File: config.mk
export PLATFORM = sky130hd
export DESIGN_NAME = serial_rx_fifo
export DESIGN_NICKNAME = d
export VERILOG_FILES = /design/src/rtl/serial_pkg.sv /design/src/rtl/sync_fifo.sv /design/src/rtl/serial_rx_fifo.sv
export SDC_FILE = /design/constraint.sdc
export NUM_CORES = 1
export LEC_CHECK = 0
export CORE_ASPECT_RATIO = 1.25
export CORE_UTILIZATION = 35
export CTS_CLUSTER_DIAMETER = 150
export DETAILED_ROUTE_END_ITERATION = 6
export DONT_BUFFER_PORTS = 1
export PLACE_DENSITY_LB_ADDON = 0.08
export SETUP_SLACK_MARGIN = 0.3
export SYNTH_ARGS = -nofsm -noshare
export SYNTH_HDL_FRONTEND = slang
export SYNTH_SLANG_ARGS = --single-unit
File: constraint.sdc
create_clock -name clk -period 5.6 [get_ports clk]
set_input_delay 0 -clock clk [delete_from_list [all_inputs] [get_ports clk]]
set_output_delay 0 -clock clk [all_outputs]
set_load 0.05 [all_outputs]
File: src/rtl/serial_pkg.sv
// Shared definitions for the serial receive/transmit blocks.
//   rx_state_t  : receiver FSM state encoding
//   parity_of() : parity bit for a data word (even, or odd when odd=1)
//   DEFAULT_*   : default frame geometry shared with the transmit side
package serial_pkg;

  localparam int MAX_DATA_BITS      = 9;
  localparam int DEFAULT_DATA_BITS  = 8;
  localparam int DEFAULT_OVERSAMPLE = 16;

  typedef enum logic [2:0] {
    RX_IDLE      = 3'd0,
    RX_START     = 3'd1,
    RX_DATA      = 3'd2,
    RX_PARITY    = 3'd3,
    RX_STOP      = 3'd4,
    RX_WAIT_HIGH = 3'd5
  } rx_state_t;

  // Data narrower than MAX_DATA_BITS is zero-extended by the caller, which
  // leaves the XOR unchanged.
  function automatic logic parity_of(input logic [MAX_DATA_BITS-1:0] data,
                                     input logic                     odd);
    return (^data) ^ odd;
  endfunction

endpackage

File: src/rtl/sync_fifo.sv
// Single-clock show-ahead FIFO.
//   clk, reset_n : clock, async active-low reset (flushes the FIFO)
//   wr_en/wr_data: push; ignored when full unless a pop happens the same cycle
//   rd_en        : pop head; ignored when empty
//   rd_data      : head entry, 0 while empty
//   empty/full/count : occupancy (count is authoritative)
module sync_fifo #(
  parameter int WIDTH = 8,
  parameter int DEPTH = 8,
  localparam int AW   = $clog2(DEPTH),
  localparam int CW   = $clog2(DEPTH) + 1
) (
  input  logic             clk,
  input  logic             reset_n,
  input  logic             wr_en,
  input  logic [WIDTH-1:0] wr_data,
  input  logic             rd_en,
  output logic [WIDTH-1:0] rd_data,
  output logic             empty,
  output logic             full,
  output logic [CW-1:0]    count
);

  logic [DEPTH-1:0][WIDTH-1:0] mem;
  logic [AW-1:0]               wr_ptr, rd_ptr;
  logic                        do_push, do_pop;

  assign empty   = (count == '0);
  assign full    = (count == CW'(DEPTH));
  assign do_pop  = rd_en && !empty;
  // A pop frees the slot the push needs, so full+pop still accepts the push.
  assign do_push = wr_en && (!full || do_pop);

  // Storage is not reset; the empty gate below keeps stale words invisible.
  assign rd_data = empty ? '0 : mem[rd_ptr];

  always_ff @(posedge clk) begin
    if (do_push) mem[wr_ptr] <= wr_data;
  end

  always_ff @(posedge clk or negedge reset_n) begin
    if (!reset_n) begin
      wr_ptr <= '0;
      rd_ptr <= '0;
      count  <= '0;
    end else begin
      if (do_push) wr_ptr <= wr_ptr + 1'b1;
      if (do_pop)  rd_ptr <= rd_ptr + 1'b1;
      case ({do_push, do_pop})
        2'b10:   count <= count + 1'b1;
        2'b01:   count <= count - 1'b1;
        default: count <= count;
      endcase
    end
  end

endmodule

File: src/rtl/serial_rx_fifo.sv
// Oversampling serial receiver feeding a show-ahead receive FIFO.
//   clk, reset_n   : clock, async active-low reset
//   serial_in      : asynchronous serial line, idle high
//   rd_en          : pop FIFO head
//   rd_data        : FIFO head (show-ahead)
//   empty/full/count : FIFO occupancy
//   char_received  : one-cycle pulse when a character enters the FIFO
//   frame_err/parity_err/overrun : sticky error flags, cleared by err_clear
module serial_rx_fifo
  import serial_pkg::*;
#(
  parameter int DATA_BITS  = DEFAULT_DATA_BITS,
  parameter int OVERSAMPLE = DEFAULT_OVERSAMPLE,
  parameter int BAUD_DIV   = 27,
  parameter bit PARITY_EN  = 1'b1,
  parameter bit PARITY_ODD = 1'b0,
  parameter int STOP_BITS  = 1,
  parameter int FIFO_DEPTH = 8,
  localparam int CW        = $clog2(FIFO_DEPTH) + 1
) (
  input  logic                 clk,
  input  logic                 reset_n,
  input  logic                 serial_in,
  input  logic                 rd_en,
  output logic [DATA_BITS-1:0] rd_data,
  output logic                 empty,
  output logic                 full,
  output logic [CW-1:0]        count,
  output logic                 char_received,
  output logic                 frame_err,
  output logic                 parity_err,
  output logic                 overrun,
  input  logic                 err_clear
);

  localparam int TW   = (BAUD_DIV > 1) ? $clog2(BAUD_DIV) : 1;
  localparam int OW   = $clog2(OVERSAMPLE);
  localparam int HALF = OVERSAMPLE / 2;

  rx_state_t            state;
  logic [1:0]           sync_q;
  logic                 rx;
  logic [TW-1:0]        tick_cnt;
  logic                 tick;
  logic [OW-1:0]        os_cnt;
  logic                 os_end;
  logic                 samp;
  logic [3:0]           bit_cnt;
  logic [DATA_BITS-1:0] shreg;
  logic                 par_bad;
  logic                 push_q;
  logic [DATA_BITS-1:0] push_data;
  logic                 drop;

  // Two-flop synchroniser, preset to idle so reset never looks like a start bit.
  always_ff @(posedge clk or negedge reset_n) begin
    if (!reset_n) sync_q <= 2'b11;
    else          sync_q <= {sync_q[0], serial_in};
  end
  assign rx = sync_q[1];

  // Sample-tick divider, re-phased on the falling edge that opens a frame.
  assign tick = (tick_cnt == TW'(BAUD_DIV - 1));

  always_ff @(posedge clk or negedge reset_n) begin
    if (!reset_n)                         tick_cnt <= '0;
    else if ((state == RX_IDLE) && !rx)   tick_cnt <= '0;
    else if (tick)                        tick_cnt <= '0;
    else                                  tick_cnt <= tick_cnt + 1'b1;
  end

  // START waits half a bit to land mid-bit; every later sample is a full bit apart.
  assign os_end = (state == RX_START) ? (os_cnt == OW'(HALF - 1))
                                      : (os_cnt == OW'(OVERSAMPLE - 1));
  assign samp   = tick && os_end;

  always_ff @(posedge clk or negedge reset_n) begin
    if (!reset_n) begin
      state      <= RX_IDLE;
      os_cnt     <= '0;
      bit_cnt    <= '0;
      shreg      <= '0;
      par_bad    <= 1'b0;
      push_q     <= 1'b0;
      push_data  <= '0;
      frame_err  <= 1'b0;
      parity_err <= 1'b0;
    end else begin
      push_q <= 1'b0;
      if (err_clear) begin
        frame_err  <= 1'b0;
        parity_err <= 1'b0;
      end

      if (state == RX_IDLE) os_cnt <= '0;
      else if (tick)        os_cnt <= os_end ? '0 : os_cnt + 1'b1;

      // Flag sets come after the clear so a same-cycle error wins.
      case (state)
        RX_IDLE: begin
          if (!rx) state <= RX_START;
        end
        RX_START: begin
          if (samp) begin
            bit_cnt <= '0;
            par_bad <= 1'b0;
            state   <= rx ? RX_IDLE : RX_DATA;
          end
        end
        RX_DATA: begin
          if (samp) begin
            if (DATA_BITS > 1) shreg <= {rx, shreg[DATA_BITS-1:1]};
            else               shreg <= DATA_BITS'(rx);
            if (bit_cnt == 4'(DATA_BITS - 1)) begin
              bit_cnt <= '0;
              state   <= PARITY_EN ? RX_PARITY : RX_STOP;
            end else begin
              bit_cnt <= bit_cnt + 1'b1;
            end
          end
        end
        RX_PARITY: begin
          if (samp) begin
            par_bad <= (rx != parity_of(MAX_DATA_BITS'(shreg), PARITY_ODD));
            state   <= RX_STOP;
          end
        end
        RX_STOP: begin
          if (samp) begin
            if (!rx) begin
              frame_err <= 1'b1;
              state     <= RX_WAIT_HIGH;
            end else if (bit_cnt == 4'(STOP_BITS - 1)) begin
              state <= RX_IDLE;
              if (par_bad) begin
                parity_err <= 1'b1;
              end else begin
                push_q    <= 1'b1;
                push_data <= shreg;
              end
            end else begin
              bit_cnt <= bit_cnt + 1'b1;
            end
          end
        end
        RX_WAIT_HIGH: begin
          // A held break parks here rather than re-arming on every tick.
          if (rx) state <= RX_IDLE;
        end
        default: state <= RX_IDLE;
      endcase
    end
  end

  // Full is judged on the push cycle so a concurrent pop still makes room.
  assign drop = push_q && full && !rd_en;

  always_ff @(posedge clk or negedge reset_n) begin
    if (!reset_n) begin
      overrun       <= 1'b0;
      char_received <= 1'b0;
    end else begin
      char_received <= push_q && !drop;
      if (err_clear) overrun <= 1'b0;
      if (drop)      overrun <= 1'b1;
    end
  end

  sync_fifo #(
    .WIDTH (DATA_BITS),
    .DEPTH (FIFO_DEPTH)
  ) u_fifo (
    .clk     (clk),
    .reset_n (reset_n),
    .wr_en   (push_q),
    .wr_data (push_data),
    .rd_en   (rd_en),
    .rd_data (rd_data),
    .empty   (empty),
    .full    (full),
    .count   (count)
  );

endmodule
==> results.md, run 1 <==
- Std-Cell Core Area: 13900 um^2
- CP Max Fanout: 8
- Synthesized area per cell: 14.9 um^2
- Inserted Clock Buffers: 17
- CP peak stage delay: 640 ps
- Internal Power: 0.00177 W
- Total track usage: 13.5%
- Switching part of the total: 25.8%
- Mapped Area: 5020 um^2
- Clk sinks: 114
- Synth-to-layout area growth: 17.0%
- Most common cell in the netlist: edfxtp_1
- Antenna violations before repair: 0
- Final core utilization: 42.3%
- Fin crit share: 52.9%
- CTS tree: yes
- Worst setup SP type: register
- Power share of the sequential group: 43.9%
- CP arrival: 3210 ps
- Post-synth cell types: 50
- Post-layout power: 0.00238 W
- P_sw: 0.000616 W
- Max-Cap Viols: 0
- Wirelength, routed: 8840 um
- Number of flops mapped to enable cells by yosys: 64
- First DRT Iteration DRCs: 162
- Post-synthesis instance total: 337
- Synth Register Bits: 114
- Root buf cell: clkbuf_16
- Vias in the first global route: 2690
- Gpl congestion: 0.744
- Clock latency on the worst-skew pair: 400 ps
- WL per Instance: 16.4 um
- RSZ-0062 raised after global routing: false
- Mapped Nets: 352
- PwrDens: 406 nW/um^2
- Hold Path Class: in -> async
- Clk buf depth: 2
- Cell mode on critical path: xor2_1
- Vias per cell: 4.95
- Slew @ Worst Pin: 1230 ps
- Fin area: 5870 um^2
- Starting Density: 36.2%
- Slew HR: 17.2%
- Die area: 14800 um^2
- TNS Setup: 0 ps
- Final hold violations: 0
- Critical Path RT: 5850 ps
- Setup CP Type: reg -> reg
- Hpwl dp: 5860 um
- # nets final: 365
- Gate power share: 9.4%
- Largest net degree at the start of global routing: 51
- Clock share of power: 46.7%
- Status: finished clean
- Yosys warns: 0
- H-tree levels: 4
- Post-synth top area cell: edfxtp_1
- Fin. max-slew vios: 0
- Share of the synthesized area in the top cell type: 38.3%
- ANT cells: 0
- Post-DP Area: 5180 um^2
- Final ANT Viol Nets: 0
- Maximum achievable frequency: 0.338 GHz
- FP Rows: 48
- First-pass GRT wire length: 14600 um
- Gr ovfl total: 0
- Via Count: 2661
- CP Capture Type: register
- Peak VDD IR: 0.224 mV
- First-pass DRT Iterations: 4
- Final setup viols: 0
- Synth top cells by count: edfxtp_1, dfrtp_1, nand2_1
- PortBufs: 0
- Min Tclk post-route: 2960 ps
- Cts repair resizes: 0
- Main synth FF type: edfxtp_1
- Area contributors post-synth: edfxtp_1, dfrtp_1, mux4_2
- Die height: 136 um
- Layout cells sized above 1: 21.8%
- Static Leakage: 2.43 nW
- Crit path from: u_fifo.count[1]
- Worst reg2reg path startpoint: u_fifo.count[1]
- I/O pin count: 23
- DRC viols: 0
- Clk slew on worst S/H paths: 50 ps
- Die Wd: 109 um
- Post-synth ARST share: 43.9%
- Worst Clk Skew: 10.8 ps
- Slowest cell on crit path: dfrtp_1
- Register area share after synthesis: 63.3%
- Worst path cell trace: or4b_1 > nor2_1 > nor2b_1 > inv_2 > ha_1 > xor2_1 > ha_1 > a21oi_1 > xor2_1 > nor2_1 > xor2_1
- Final Hold Slack: 111 ps
==> layout by cell type, fill, tap and decap left out, types with 4 or more instances in the layout <==
master         Yosys  final
mux4_2            16     16
o21ai_0            7      7
clkinv_2           0      4
ha_1              10     10
dfrtp_1           48     48
xor2_1             9      9
inv_1             14     14
mux2i_1            8      8
mux2_4            16     16
nor3_1             7      7
clkinvlp_4         0      4
clkbuf_16          0     17
dlygate4sd3_1      0      4
edfxtp_1          64     64
bufinv_16          0      4
a21oi_1           10     10
nand2b_1           7      7
nand3_1            6      6
nand2_1           22     22
xnor2_1           13     13
nor2_1            21     21
==> path summary, 6_finish.rpt <==
path	to	slack (ps)	cells after the start
min	bit_cnt[0]	110	2
min reg2reg	sync_q[1]	360	0
min in group clk	sync_q[0]	140	1
max	u_fifo.count[2]	2640	11
max reg2reg	u_fifo.count[2]	2640	11
max in group asynchronous	sync_q[1]	5190	2
==> worst max-delay path: cells and delay by family, from the launching register on <==
kind | cells | cell delay [ps]
simple gates | 4 | 1000
flops | 1 | 640
xor+xnor | 3 | 400
buf+inv | 1 | 150
fa+ha+maj | 2 | 480
compound gates | 1 | 140
==> power by group through the flow <==
stage	sequential [W]	combinational, W	clock (W)
2_1_floorplan	0.00100	0.000228	0
3_3_place_gp	0.00106	0.000217	0
3_5_place_dp	0.00107	0.000218	0
4_1_cts	0.00105	0.000231	0.00114
5_1_grt	0.00106	0.000250	0.00117
6_report	0.00105	0.000223	0.00111
==> sequential cells by signal, indices dropped and copies added, names as in the netlist <==
register       cells
push_data          8
u_fifo.mem        64
char_received      1
state              3
shreg              8
u_fifo.rd_ptr      3
push_q             1
bit_cnt            4
os_cnt             4
u_fifo.count       4
u_fifo.wr_ptr      3
sync_q             2
parity_err         1
par_bad            1
frame_err          1
overrun            1
tick_cnt           5
==> stage by stage <==
| step | cells | setup slack, ps |
|---|---|---|
| after global routing | 538 | 2380 |
| after detailed placement | 501 | 2600 |
| after CTS | 538 | 2570 |
| after floorplan | 337 | 2380 |
| final | 538 | 2640 |
| after global placement | 501 | 2620 |
==> cell families (layout without fill, tap and decap cells) <==
group | count (synthesis) | count (layout) | share of synthesized area (%)
DFF | 114 | 114 | 63.3
and+or+nand+nor | 84 | 84 | 8.88
muxes | 43 | 43 | 14.2
AOI/OAI and AO/OA | 35 | 35 | 4.49
buffers and inverters | 29 | 55 | 2.74
xor gates and xnor gates | 22 | 22 | 3.84
adders and majority gates | 10 | 10 | 2.49
==> area by class of cell <==
cell class | instances | area (um^2)
clock inverters | 15 | 191
repair buffers | 8 | 90.1
fillers | 1231 | 8010
clock buffers | 17 | 425
multi-input cells | 194 | 1710
inverters | 15 | 56.3
flip-flops and latches | 114 | 3180
well taps | 175 | 219
==> routing by layer <==
| metal | track usage [%] | wire (um) | part of all wire [%] | vias up |
|---|---|---|---|---|
| met5 | 0 | 0 | 0 | - |
| met4 | 5.93 | 123 | 1.4 | 0 |
| met3 | 4.03 | 224 | 2.5 | 12 |
| met2 | 21.7 | 4480 | 51 | 30 |
| met1 | 16.6 | 4010 | 45 | 1345 |
| li1 | - | - | - | 1274 |
==> what timing repair did <==
action                                  in CTS  in global routing
hold buffers                                 5                  0
buffers inserted                             0                  0
endpoints found under the setup margin       0                  0
endpoints found under the hold margin       57                  0
No activity file was read; power rests on OpenSTA's default activity.
==> run 2, diff against run 1 <==
ABC_AREA = 1   (was unset)
clock period = 3 ns   (was 5.6 ns; I/O delays follow)
==> run 2 against run 1 <==
Die area grew 2.7%. Critical path type unchanged. Wire length grew 24%. Critical endpoint unchanged. Clock power grew 79%.
==> results.md, run 2 <==
- Status: finished clean
- Min Tclk post-route: 2380 ps
- Die area: 15200 um^2
- Register area: 3180 um^2
- RSZ-0062 raised after global routing: false
- Most frequent cells in the layout: nand2_1, nor2_1, edfxtp_1
- Yosys warns: 0
- Gr ovfl total: 0
- Clk buf depth: 2
- Fin crit share: 79.3%
- Clk sinks: 114
- Commonest non-fill, non-tap cell in the layout: nand2_1
- Std-Cell Core Area: 14400 um^2
- CP arrival: 2670 ps
- Clock latency on the worst-skew pair: 410 ps
- Slew @ Worst Pin: 614 ps
- Via Count: 3605
- Setup CP Type: reg -> reg
- Synth top cells by count: nand2_1, nor2_1, edfxtp_1
- WL per Instance: 14.8 um
- Number of flops mapped to enable cells by yosys: 64
- Critical Path RT: 3290 ps
- Antenna violations before repair: 0
- Final setup viols: 0
- Cts repair resizes: 0
- Crit path from: u_fifo.count[1]
- Max FFs per register: 64
- Static Leakage: 2.75 nW
- Post-CTS Setup Inserts: 0
- Synth-to-layout area growth: 19.0%
- Max-Cap Viols: 0
- H-tree levels: 4
- Largest net degree at the start of global routing: 51
- Post-synth cell types: 33
- PortBufs: 0
- Synth Register Bits: 114
- Top flop regs: u_fifo.mem: 64 flops, push_data: 8 flops, shreg: 8 flops
- Layout cells sized above 1: 16.0%
- PwrDens: 599 nW/um^2
- Vias in the first global route: 3654
- # nets final: 566
- Setup slack after layout: 620 ps
- Peak VDD IR: 0.331 mV
- Most common cell in the netlist: nand2_1
- Hpwl dp: 7280 um
- Area occupied by multi-input gates: 1760 um^2
- I/O pin count: 23
- Mapped Nets: 535
- Starting Density: 35.8%
- Place WS: 639 ps
- Inserted Clock Buffers: 17
- DRC viols: 0
- Share of the synthesized area in the top cell type: 37.3%
- Worst Clk Skew: 7.24 ps
- Mapped Area: 5150 um^2
- FP Rows: 49
- CP Capture Type: register
- Post-synth top area cell: edfxtp_1
- First-pass DRT Iterations: 5
- Die Wd: 111 um
- Worst setup SP type: register
- Gpl congestion: 0.809
- Fin. max-slew vios: 0
- Slew HR: 59.0%
- Final hold violations: 0
- Maximum achievable frequency: 0.420 GHz
- Clk slew on worst S/H paths: 50 ps
- Main synth FF type: edfxtp_1
- CP Max Fanout: 15
- Worst reg2reg path startpoint: u_fifo.count[1]
- CTS tree: yes
- Synthesized area per cell: 9.91 um^2
- Reg with most FFs: u_fifo.mem
- ANT cells: 0
- First-pass GRT wire length: 18600 um
- Post-synth ARST share: 43.9%
- Register area share after synthesis: 61.6%
- First DRT Iteration DRCs: 190
- Die height: 138 um
- TNS Setup: 0 ps
- Area contributors post-synth: edfxtp_1, dfrtp_1, nand2_1
- Post-synthesis instance total: 520
- Vias per cell: 4.86
- Final ANT Viol Nets: 0
- Root buf cell: clkbuf_16
- Hold Path Class: in -> async
- Total track usage: 15.9%
- Fillers: 1400
- Wirelength, routed: 11000 um
## run 2: where the power goes
group          internal, W  switching [W]  leakage, nW
Sequential         0.00165     0.00000184         1.39
Clock              0.00131       0.000681        0.287
Combinational   0.00000920      0.0000193         1.07
## run 2: metrics by stage
step	util [%]	instance area [um^2]	instances	hold slack (ps)	total power (W)
after CTS	42.5	6130	742	96.7	0.00371
after detailed placement	38.0	5480	705	-294	0.00169
after floorplan	-	5180	520	-296	0.00168
after global routing	42.5	6130	742	110	0.00379
after global placement	38.0	5480	705	-294	0.00169
final	42.5	6130	742	98.6	0.00367
## run 2: worst max-delay path, stage by stage, from the launching register on
cell      delay, ps
dfrtp_2         550
nor4_4          330
nand2_1         100
nand2_2         250
ha_4            200
xor2_1          100
ha_1            210
a21oi_1         190
nor2_1           70
nand3b_1        160
o21a_1          100
## run 2: cell families (layout without fill, tap and decap cells)
group / count (synthesis) / after routing / synth area share [%]
AO/OA/AOI/OAI: 78 / 78 / 8.04
XOR/XNOR: 12 / 12 / 2.04
adder cells (fa/ha/maj): 10 / 10 / 2.43
buffers and inverters: 55 / 99 / 4.44
flip-flops: 114 / 114 / 61.6
AND/OR/NAND/NOR: 251 / 251 / 21.4
## run 2: final timing paths
path | depth (start not counted) | slack (ps) | endpoint
max in group asynchronous | 2 | 2630 | sync_q[1]
max | 10 | 620 | u_fifo.count[2]
max reg2reg | 10 | 620 | u_fifo.count[2]
min in group clk | 1 | 140 | sync_q[0]
min | 2 | 100 | bit_cnt[1]
min reg2reg | 0 | 350 | sync_q[1]
## run 2: final cells by class
cell class                 instances  share of cell area (%)
inverter                          42                    2.61
tap                              178                    3.63
clock buffer                      20                    7.29
timing repair buffer              25                    3.55
clock inverter                    12                    2.27
multi-input combinational        351                    28.8
sequential                       114                    51.9
## run 2: timing repair
action / CTS / global route
endpoints found under the hold margin: 57 / 0
hold buffers: 5 / 0
endpoints found under the setup margin: 0 / 0
## run 2: routing by layer
metal / vias to the layer above / track usage [%] / part of all wire, %
met3: 13 / 4.00 / 2.0
met4: 0 / 6.59 / 1.6
met1: 1756 / 17.8 / 44
met2: 31 / 29.1 / 53
met5: - / 0 / 0
li1: 1805 / - / -
==> run 3, diff against run 2 <==
clock period = 2.05 ns   (was 3 ns; I/O delays follow)
==> run 3 against run 2 <==
Register-to-register slack got worse by 460 ps. Critical endpoint unchanged. Cell area is 9.1% higher. Maximum frequency is 26% higher. Cell count is 4.7% higher. Highest routed layer unchanged. Total power up 53%. Sequential share of layout area decreased by 4.3 points. Global-route usage decreased by 0.16 points. Hold slack improved by 40 ps.
==> results.md, run 3 (synthesis results as in run 2) <==
- WL per Instance: 14.7 um
- H-tree levels: 4
- PortBufs: 0
- Worst Path Buf+Inv: 0
- Vias in the first global route: 3591
- Clk buf depth: 2
- Post-DP Area: 5550 um^2
- Die Wd: 111 um
- DRC viols: 0
- Largest net degree at the start of global routing: 51
- Clk sinks: 114
- Layout cells sized above 1: 24.9%
- RSZ-0062 raised after global routing: true
- First-pass DRT Iterations: 4
- Top flop regs: u_fifo.mem: 64 flops, push_data: 8 flops, shreg: 8 flops
- # nets final: 601
- Static Leakage: 3.01 nW
- Fin crit share: 92.3%
- CTS tree: yes
- GR peak layer: met2
- Vias per cell: 4.76
- Post-layout power: 0.00563 W
- Maximum achievable frequency: 0.529 GHz
- Wirelength, routed: 11400 um
- Setup slack after layout: 158 ps
- Final Hold Slack: 138 ps
- CP Max Fanout: 4
- Inserted Clock Buffers: 17
- CP arrival: 2180 ps
- Grt met1 use: 18.1%
- Clock latency on the worst-skew pair: 410 ps
- Gr ovfl total: 0
- Worst setup SP type: register
- First DRT Iteration DRCs: 174
- CP Capture Type: register
- Die area: 15200 um^2
- Min Tclk post-route: 1890 ps
- Antenna violations before repair: 0
- Final setup viols: 0
- Total track usage: 15.8%
- Hpwl dp: 7190 um
- ANT cells: 0
- Commonest non-fill, non-tap cell in the layout: nand2_1
- Place WS: 46.4 ps
- Via Count: 3702
- Critical Path RT: 2340 ps
- Setup CP Type: reg -> reg
- Max-Cap Viols: 0
- Final ANT Viol Nets: 0
- Slew HR: 67.6%
- Slew @ Worst Pin: 486 ps
- Slowest cell on crit path: dfrtp_2
- Starting Density: 35.8%
- Gpl congestion: 0.786
- I/O pin count: 23
- Worst Clk Skew: 11.5 ps
- CP peak stage delay: 440 ps
- GR Util met3: 4.27%
- PwrDens: 841 nW/um^2
- Final hold violations: 0
- Peak VDD IR: 0.454 mV
- Fin area: 6690 um^2
- Met2 Resource Use GR: 28.5%
- Status: finished clean
- Fillers: 1335
- Max FFs per register: 64
- Hold Path Class: in -> async
- Most frequent cells in the layout: nand2_1, nor2_1, edfxtp_1
- Worst path cell trace: nor4_4 > nand2_1 > nand2_2 > ha_4 > xor2_2 > ha_2 > a21oi_2 > nor2_1 > nand3b_1 > o21a_1
- Synth-to-layout area growth: 29.8%
- Fin. max-slew vios: 0
- Die height: 138 um
- Std-Cell Core Area: 14400 um^2
- Reg with most FFs: u_fifo.mem
- FP Rows: 49
- First-pass GRT wire length: 18400 um
- Root buf cell: clkbuf_16
- Top delay family on crit path: simple AND/OR/NAND/NOR gates
- Clk slew on worst S/H paths: 50 ps
## run 3: cell count changes in the layout (fill, tap and decap cells not counted), sizes merged
| cell | delta |
|---|---|
| bufinv | +2 |
| clkinv | -1 |
| buf | +33 |
| nand2 | +1 |
| clkinvlp | -2 |
| clkbuf | +2 |
## run 3: routing by layer
metal,share of wire (%),up-vias,routed length (um)
li1,-,1878,-
met1,43,1765,4850
met2,54,46,6110
met3,2.9,13,327
met4,1.0,0,119
met5,0,-,0
## run 3: final cells by class
cell class                      instances  area [um^2]  share of cell area (%)
Clock buffer                           21          450                    6.73
Clock inverter                         11          186                    2.79
Inverter                               42          168                    2.51
Multi-Input combinational cell        352         1880                    28.1
Sequential cell                       114         3180                    47.6
Tap cell                              178          223                    3.33
Timing Repair Buffer                   59          598                    8.94
## run 3: stage by stage
| step | cells | util (%) | setup TNS [ps] |
|---|---|---|---|
| floorplan | 520 | - | -8170 |
| global placement | 713 | 38.5 | 0 |
| detailed placement | 713 | 38.5 | 0 |
| CTS | 770 | 45.2 | 0 |
| global route | 777 | 46.4 | 0 |
| finish | 777 | 46.4 | 0 |
## run 3: power breakdown
group          switching (W)  total (W)  internal, W
Combinational      0.0000293  0.0000427    0.0000135
Sequential        0.00000284    0.00241      0.00241
Clock               0.000991    0.00317      0.00218
## run 3: path summary, 6_finish.rpt
| path | from | endpoint | slack (ps) | depth (start not counted) |
|---|---|---|---|---|
| setup / recovery | u_fifo.count[0] | u_fifo.count[2] | 160 | 10 |
| hold / removal | reset_n | bit_cnt[2] | 140 | 2 |
| setup reg to reg | u_fifo.count[0] | u_fifo.count[2] | 160 | 10 |
| hold reg to reg | sync_q[0] | sync_q[1] | 360 | 0 |
| max in group asynchronous | reset_n | sync_q[1] | 1630 | 2 |
| min in group clk | serial_in | sync_q[0] | 140 | 1 |
## run 3: what timing repair did
| item | 4_1_cts | 5_1_grt |
|---|---|---|
| setup endpoints to repair | 27 | 29 |
| setup buffers | 19 | 5 |
| hold endpoints to repair | 55 | 0 |
| pin swaps | 17 | 17 |
| hold buffers | 5 | 0 |
| gates resized for setup | 26 | 26 |
| gates cloned | 1 | 2 |
